$ cat src/rtl/axi_burst_master.sv
// axi_burst_master: single-outstanding AXI4 INCR burst initiator with pass-through W/R streams.
// Define AXI_MASTER_LAT_CNT_EN to add the lat_cycles read-latency counter port.
module axi_burst_master #(
  parameter int DATA_WIDTH = 32,
  parameter int ADDR_WIDTH = 16,
  parameter int STRB_WIDTH = DATA_WIDTH/8,
  parameter int ID_WIDTH   = 8,
  parameter int AXI_ID     = 0
) (
  input  logic                  clk,
  input  logic                  rst,
  input  logic                  cmd_valid,
  output logic                  cmd_ready,
  input  logic                  cmd_write,
  input  logic [ADDR_WIDTH-1:0] cmd_addr,
  input  logic [7:0]            cmd_len,
  input  logic [DATA_WIDTH-1:0] wr_data,
  input  logic [STRB_WIDTH-1:0] wr_strb,
  input  logic                  wr_valid,
  output logic                  wr_ready,
  output logic [DATA_WIDTH-1:0] rd_data,
  output logic                  rd_last,
  output logic                  rd_valid,
  input  logic                  rd_ready,
  output logic                  done_valid,
  output logic                  done_err,
`ifdef AXI_MASTER_LAT_CNT_EN
  output logic [15:0]           lat_cycles,
`endif
  output logic [ID_WIDTH-1:0]   m_axi_awid,
  output logic [ADDR_WIDTH-1:0] m_axi_awaddr,
  output logic [7:0]            m_axi_awlen,
  output logic [2:0]            m_axi_awsize,
  output logic [1:0]            m_axi_awburst,
  output logic                  m_axi_awlock,
  output logic [3:0]            m_axi_awcache,
  output logic [2:0]            m_axi_awprot,
  output logic                  m_axi_awvalid,
  input  logic                  m_axi_awready,
  output logic [DATA_WIDTH-1:0] m_axi_wdata,
  output logic [STRB_WIDTH-1:0] m_axi_wstrb,
  output logic                  m_axi_wlast,
  output logic                  m_axi_wvalid,
  input  logic                  m_axi_wready,
  input  logic [ID_WIDTH-1:0]   m_axi_bid,
  input  logic [1:0]            m_axi_bresp,
  input  logic                  m_axi_bvalid,
  output logic                  m_axi_bready,
  output logic [ID_WIDTH-1:0]   m_axi_arid,
  output logic [ADDR_WIDTH-1:0] m_axi_araddr,
  output logic [7:0]            m_axi_arlen,
  output logic [2:0]            m_axi_arsize,
  output logic [1:0]            m_axi_arburst,
  output logic                  m_axi_arlock,
  output logic [3:0]            m_axi_arcache,
  output logic [2:0]            m_axi_arprot,
  output logic                  m_axi_arvalid,
  input  logic                  m_axi_arready,
  input  logic [ID_WIDTH-1:0]   m_axi_rid,
  input  logic [DATA_WIDTH-1:0] m_axi_rdata,
  input  logic [1:0]            m_axi_rresp,
  input  logic                  m_axi_rlast,
  input  logic                  m_axi_rvalid,
  output logic                  m_axi_rready
);
  localparam int SIZE = $clog2(STRB_WIDTH);
  localparam logic [ID_WIDTH-1:0] ID = ID_WIDTH'(AXI_ID);
  typedef enum logic [2:0] {IDLE, AW, W, B, AR, R} state_t;
  state_t state_q, state_d;
  logic cmd_ready_q, cmd_ready_d, err_q, err_d;
  logic done_valid_q, done_valid_d, done_err_q, done_err_d;
  logic [ADDR_WIDTH-1:0] addr_q, addr_d;
  logic [7:0] len_q, len_d;
  logic [8:0] beat_cnt_q, beat_cnt_d;
  logic cmd_hs, w_hs, r_hs, at_last, r_bad;
  assign cmd_hs  = cmd_valid & cmd_ready_q;
  assign w_hs    = (state_q == W) & wr_valid & m_axi_wready;
  assign r_hs    = (state_q == R) & m_axi_rvalid & rd_ready;
  assign at_last = beat_cnt_q == {1'b0, len_q};
  // an rlast on the wrong beat, or a missing one on beat len, is a protocol error
  assign r_bad   = (m_axi_rresp != 2'b00) | (m_axi_rid != ID) | (m_axi_rlast != at_last);
  assign cmd_ready     = cmd_ready_q;
  assign done_valid    = done_valid_q;
  assign done_err      = done_err_q;
  assign m_axi_awid    = ID;
  assign m_axi_awaddr  = addr_q;
  assign m_axi_awlen   = len_q;
  assign m_axi_awsize  = 3'(SIZE);
  assign m_axi_awburst = 2'b01;
  assign m_axi_awlock  = 1'b0;
  assign m_axi_awcache = 4'b0011;
  assign m_axi_awprot  = 3'b000;
  assign m_axi_awvalid = state_q == AW;
  assign m_axi_wdata   = wr_data;
  assign m_axi_wstrb   = wr_strb;
  assign m_axi_wlast   = at_last;
  assign m_axi_wvalid  = (state_q == W) & wr_valid;
  assign wr_ready      = (state_q == W) & m_axi_wready;
  assign m_axi_bready  = state_q == B;
  assign m_axi_arid    = ID;
  assign m_axi_araddr  = addr_q;
  assign m_axi_arlen   = len_q;
  assign m_axi_arsize  = 3'(SIZE);
  assign m_axi_arburst = 2'b01;
  assign m_axi_arlock  = 1'b0;
  assign m_axi_arcache = 4'b0011;
  assign m_axi_arprot  = 3'b000;
  assign m_axi_arvalid = state_q == AR;
  assign m_axi_rready  = (state_q == R) & rd_ready;
  assign rd_valid      = (state_q == R) & m_axi_rvalid;
  assign rd_data       = m_axi_rdata;
  assign rd_last       = m_axi_rlast;
  always_comb begin
    state_d      = state_q;
    cmd_ready_d  = (state_q == IDLE) & ~cmd_hs;
    addr_d       = addr_q;
    len_d        = len_q;
    beat_cnt_d   = beat_cnt_q;
    err_d        = err_q;
    done_valid_d = 1'b0;
    done_err_d   = 1'b0;
    case (state_q)
      IDLE: if (cmd_hs) begin
        state_d    = cmd_write ? AW : AR;
        addr_d     = cmd_addr & ~ADDR_WIDTH'(STRB_WIDTH-1);
        len_d      = cmd_len;
        beat_cnt_d = '0;
        err_d      = 1'b0;
      end
      AW: state_d = m_axi_awready ? W : AW;
      W: if (w_hs) begin
        beat_cnt_d = beat_cnt_q + 9'd1;
        state_d    = m_axi_wlast ? B : W;
      end
      B: if (m_axi_bvalid) begin
        done_valid_d = 1'b1;
        done_err_d   = err_q | (m_axi_bresp != 2'b00) | (m_axi_bid != ID);
        state_d      = IDLE;
      end
      AR: state_d = m_axi_arready ? R : AR;
      R: if (r_hs) begin
        beat_cnt_d   = beat_cnt_q + 9'd1;
        err_d        = err_q | r_bad;
        done_valid_d = m_axi_rlast;
        done_err_d   = m_axi_rlast & (err_q | r_bad);
        state_d      = m_axi_rlast ? IDLE : R;
      end
      default: state_d = IDLE;
    endcase
  end
  always_ff @(posedge clk) begin
    if (rst) begin
      state_q      <= IDLE;
      cmd_ready_q  <= 1'b0;
      addr_q       <= '0;
      len_q        <= '0;
      beat_cnt_q   <= '0;
      err_q        <= 1'b0;
      done_valid_q <= 1'b0;
      done_err_q   <= 1'b0;
    end else begin
      state_q      <= state_d;
      cmd_ready_q  <= cmd_ready_d;
      addr_q       <= addr_d;
      len_q        <= len_d;
      beat_cnt_q   <= beat_cnt_d;
      err_q        <= err_d;
      done_valid_q <= done_valid_d;
      done_err_q   <= done_err_d;
    end
  end
`ifdef AXI_MASTER_LAT_CNT_EN
  logic [15:0] lat_cnt_q, lat_cnt_d, lat_q, lat_d;
  logic lat_run_q, lat_run_d, ar_hs, first_r;
  assign ar_hs      = (state_q == AR) & m_axi_arready;
  assign first_r    = lat_run_q & (state_q == R) & m_axi_rvalid;
  assign lat_cycles = lat_q;
  always_comb begin
    lat_run_d = ar_hs ? 1'b1 : first_r ? 1'b0 : lat_run_q;
    lat_d     = first_r ? lat_cnt_q : lat_q;
    lat_cnt_d = ar_hs ? '0 : (lat_run_q & ~first_r & (lat_cnt_q != 16'hFFFF)) ? lat_cnt_q + 16'd1 : lat_cnt_q;
  end
  always_ff @(posedge clk) begin
    if (rst) begin
      lat_run_q <= 1'b0;
      lat_cnt_q <= '0;
      lat_q     <= '0;
    end else begin
      lat_run_q <= lat_run_d;
      lat_cnt_q <= lat_cnt_d;
      lat_q     <= lat_d;
    end
  end
`endif
  // no burst splitting: a command must stay inside one 4 KB page
  a_no_4k_cross: assert property (@(posedge clk) disable iff (rst)
    cmd_hs |-> ((32'(cmd_addr[11:0]) & ~32'(STRB_WIDTH-1)) + (32'(cmd_len) + 32'd1) * 32'(STRB_WIDTH) <= 32'd4096));
endmodule

$ cat config.mk
export PLATFORM = sky130hd
export DESIGN_NAME = axi_burst_master
export DESIGN_NICKNAME = d
export VERILOG_FILES = /design/src/rtl/axi_burst_master.sv
export SDC_FILE = /design/constraint.sdc
export NUM_CORES = 1
export LEC_CHECK = 0
export ABC_CLOCK_PERIOD_IN_PS = 1790
export CAP_MARGIN = 10
export CORE_AREA = 2 2 113 115
export CTS_BUF_LIST = sky130_fd_sc_hd__clkbuf_16
export CTS_CLUSTER_SIZE = 10
export DETAILED_ROUTE_END_ITERATION = 8
export DIE_AREA = 0 0 115 117
export PLACE_DENSITY = 0.67
export SLEW_MARGIN = 40
export SYNTH_ARGS = -nofsm -noshare
export SYNTH_HDL_FRONTEND = slang
export SYNTH_SLANG_ARGS = --single-unit
$ cat constraint.sdc
create_clock -name clk -period 1.79 [get_ports clk]
set_input_delay 0.358 -clock clk [delete_from_list [all_inputs] [get_ports clk]]
set_output_delay 0.358 -clock clk [all_outputs]
set_load 0.01 [all_outputs]
==> out/results.tsv <==
metric	value	unit
Max Slew Vio Count	0	
part of the cycle the worst path needs	1.05	
final period demand of the worst path	1880	ps
Worst Hold Class	reg2reg	
peak fanout along the critical path	2	
Initial Util	0.232	
H-tree depth	2	
first-pass GRT wire length	11600	µm
synthesized flop and latch total	38	
wire per inst	13.4	µm
DRT Wirelength	7740	µm
register area share after synthesis	0.267	
Syn-to-layout area delta	34.0	%
initial antenna violation count	0	
clock tree buffer depth	2	
Post-synth EDFFs	0	
grt ovf	0	
Die Ht	117	µm
most common cell after layout, fill and taps aside	clkdlybuf4s50_1	
Ports	294	
endpoint class of the critical path	output pin	
RSZ-0062 raised after global routing	true	
number of global-route vias before repair	2205	
total chip power	2.97	mW
FF+latch area	778	µm²
CTS root buffer	clkbuf_16	
CTS Buf Count	5	
final HPWL from detailed placement	6140	µm
GRT Total Usage	0.111	
Mean Syn Cell Area	7.77	µm²
diode count	0	
DRT Pass-1 Iters	4	
number of DRC markers in iteration 0	84	
antenna-violating nets left	0	
Fin. Hold Viols	0	
maximum VDD drop	0.321	mV
final setup fails	1	
Clk pin slew, worst setup/hold paths	60	ps
vias per cell	4.10	
Core Area	12300	µm²
Die Width	115	µm
nets@finish	551	
Post-Layout Cell Count	577	
Clock Sinks	38	
multi-input logic area	1200	µm²
Max Freq	531	MHz
Syn. warnings	0	
largest net degree at the start of global routing	23	
failing checks	setup timing	
status	finished, violations left	
Buffers on Ports	109	
Setup CP Type	reg2out	
share of layout cells above drive strength 1	0.190	
Main synth FF type	dfxtp_1	
Clock Latency Late Sink	290	ps
type of origin of the critical path	flop	
fill count	1297	
die area	13500	µm²
via count	2364	
Final Wtd Congestion	0.773	
Synth Cell Area	2850	µm²
# Max-Cap Violations	0	
leakage	1.58	nW
CTS tree	done	
Layout Skew	7.10	ps
WP data required	1430	ps
cell count after synthesis	367	
# DRC	0	
Setup WS post-layout	-94.9	ps
synth unique cells	44	
PD cells	776	nW/µm²
# rows	41	
DP Cell Count	564	
ys async rst share	0	
CP arrival	1530	ps
most frequent cells in the layout	clkdlybuf4s50_1, nand2_1, conb_1, buf_4, a21oi_1	
-- critical path, cell delays in order (launching register included) --
cell and delay (ps):
dfxtp_2 340, xnor2_2 150, nand3_1 80, or4_4 510
inv_2 70, buf_6 90
-- worst paths after layout --
path                    from         endpoint  slack (ps)  cells past startpoint
max reg2reg    beat_cnt_q[4]       state_q[0]          10                      7
max            beat_cnt_q[4]      m_axi_wlast         -90                      5
min          m_axi_araddr[3]  m_axi_araddr[3]         470                      2
min reg2reg  m_axi_araddr[3]  m_axi_araddr[3]         470                      2
-- Yosys cell counts (all sizes together), types with 2 or more instances --
library cell	number	area share
o21ai	5	0.0088
buf	140	0.37
clkbuf	8	0.011
nor4	4	0.0088
nor2	13	0.017
a21oi	32	0.056
and2	4	0.0088
a211oi	2	0.0070
and3	4	0.0088
xnor2	7	0.022
nand4	6	0.013
a31oi	2	0.0097
xor2	8	0.025
conb	2	0.0026
or3	2	0.0044
inv	2	0.0026
nor3	8	0.014
dfxtp	38	0.27
nand2b	2	0.0044
nand3	4	0.011
nand2	57	0.075
-- routing by layer --
metal / track usage / up-vias / wire [µm]
li1: - / 1144 / -
met3: 0.0453 / 21 / 730
met1: 0.134 / 1075 / 3270
met5: 0 / - / 0
met2: 0.175 / 124 / 3530
met4: 0.0482 / 0 / 203
-- cell type report --
cell class,instances,share of cell area
timing repair buffer,156,0.380
multi-input combinational,223,0.314
sequential,38,0.204
tap,150,0.0491
clock buffer,5,0.0327
clock inverter,3,0.0180
inverter,2,0.00196
-- report_power, final --
| part | switching (mW) | internal, mW | total, mW |
|---|---|---|---|
| logic | 0.390 | 0.457 | 0.848 |
| registers | 0.0392 | 0.897 | 0.936 |
| clock network | 0.380 | 0.801 | 1.18 |
| total | 0.810 | 2.16 | 2.97 |
-- through the flow --
| step | TNS [ps] | util | hold WS (ps) | setup slack, ps | cell area [µm²] |
|---|---|---|---|---|---|
| after floorplan | 0 | - | 458 | 189 | 3020 |
| final | -94.9 | 0.310 | 468 | -94.9 | 3820 |
| after detailed placement | -2880 | 0.288 | 463 | -257 | 3550 |
| after global placement | -2270 | 0.288 | 454 | -232 | 3550 |
| after global routing | -273 | 0.310 | 491 | -139 | 3820 |
| after CTS | -257 | 0.307 | 471 | -169 | 3770 |
-- repair_timing --
item                                    CTS  global route
hold buffers                              0             0
setup buffers                             4             1
endpoints found under the setup margin    8            13
gates resized for setup                  20            16
pin swaps                                 8             7
hold endpoints to repair                  0             0
-- flip-flops by register name, indices dropped and copies added (netlist names) --
| signal | count |
|---|---|
| done_valid | 1 |
| m_axi_araddr | 14 |
| done_err | 1 |
| cmd_ready | 1 |
| beat_cnt_q | 9 |
| err_q | 1 |
| state_q | 3 |
| m_axi_arlen | 8 |
-- logic make-up after synthesis --
kind of cell | after synthesis | share of synthesized area
other | 2 | 0.00263
buffers and inverters | 150 | 0.379
adder cells (fa/ha/maj) | 1 | 0.00439
multiplexers | 1 | 0.00351
XOR/XNOR | 15 | 0.0461
AND/OR/NAND/NOR | 112 | 0.190
AO/OA/AOI/OAI | 48 | 0.108
flip-flops | 38 | 0.267
No activity file was read; power rests on OpenSTA's default activity.
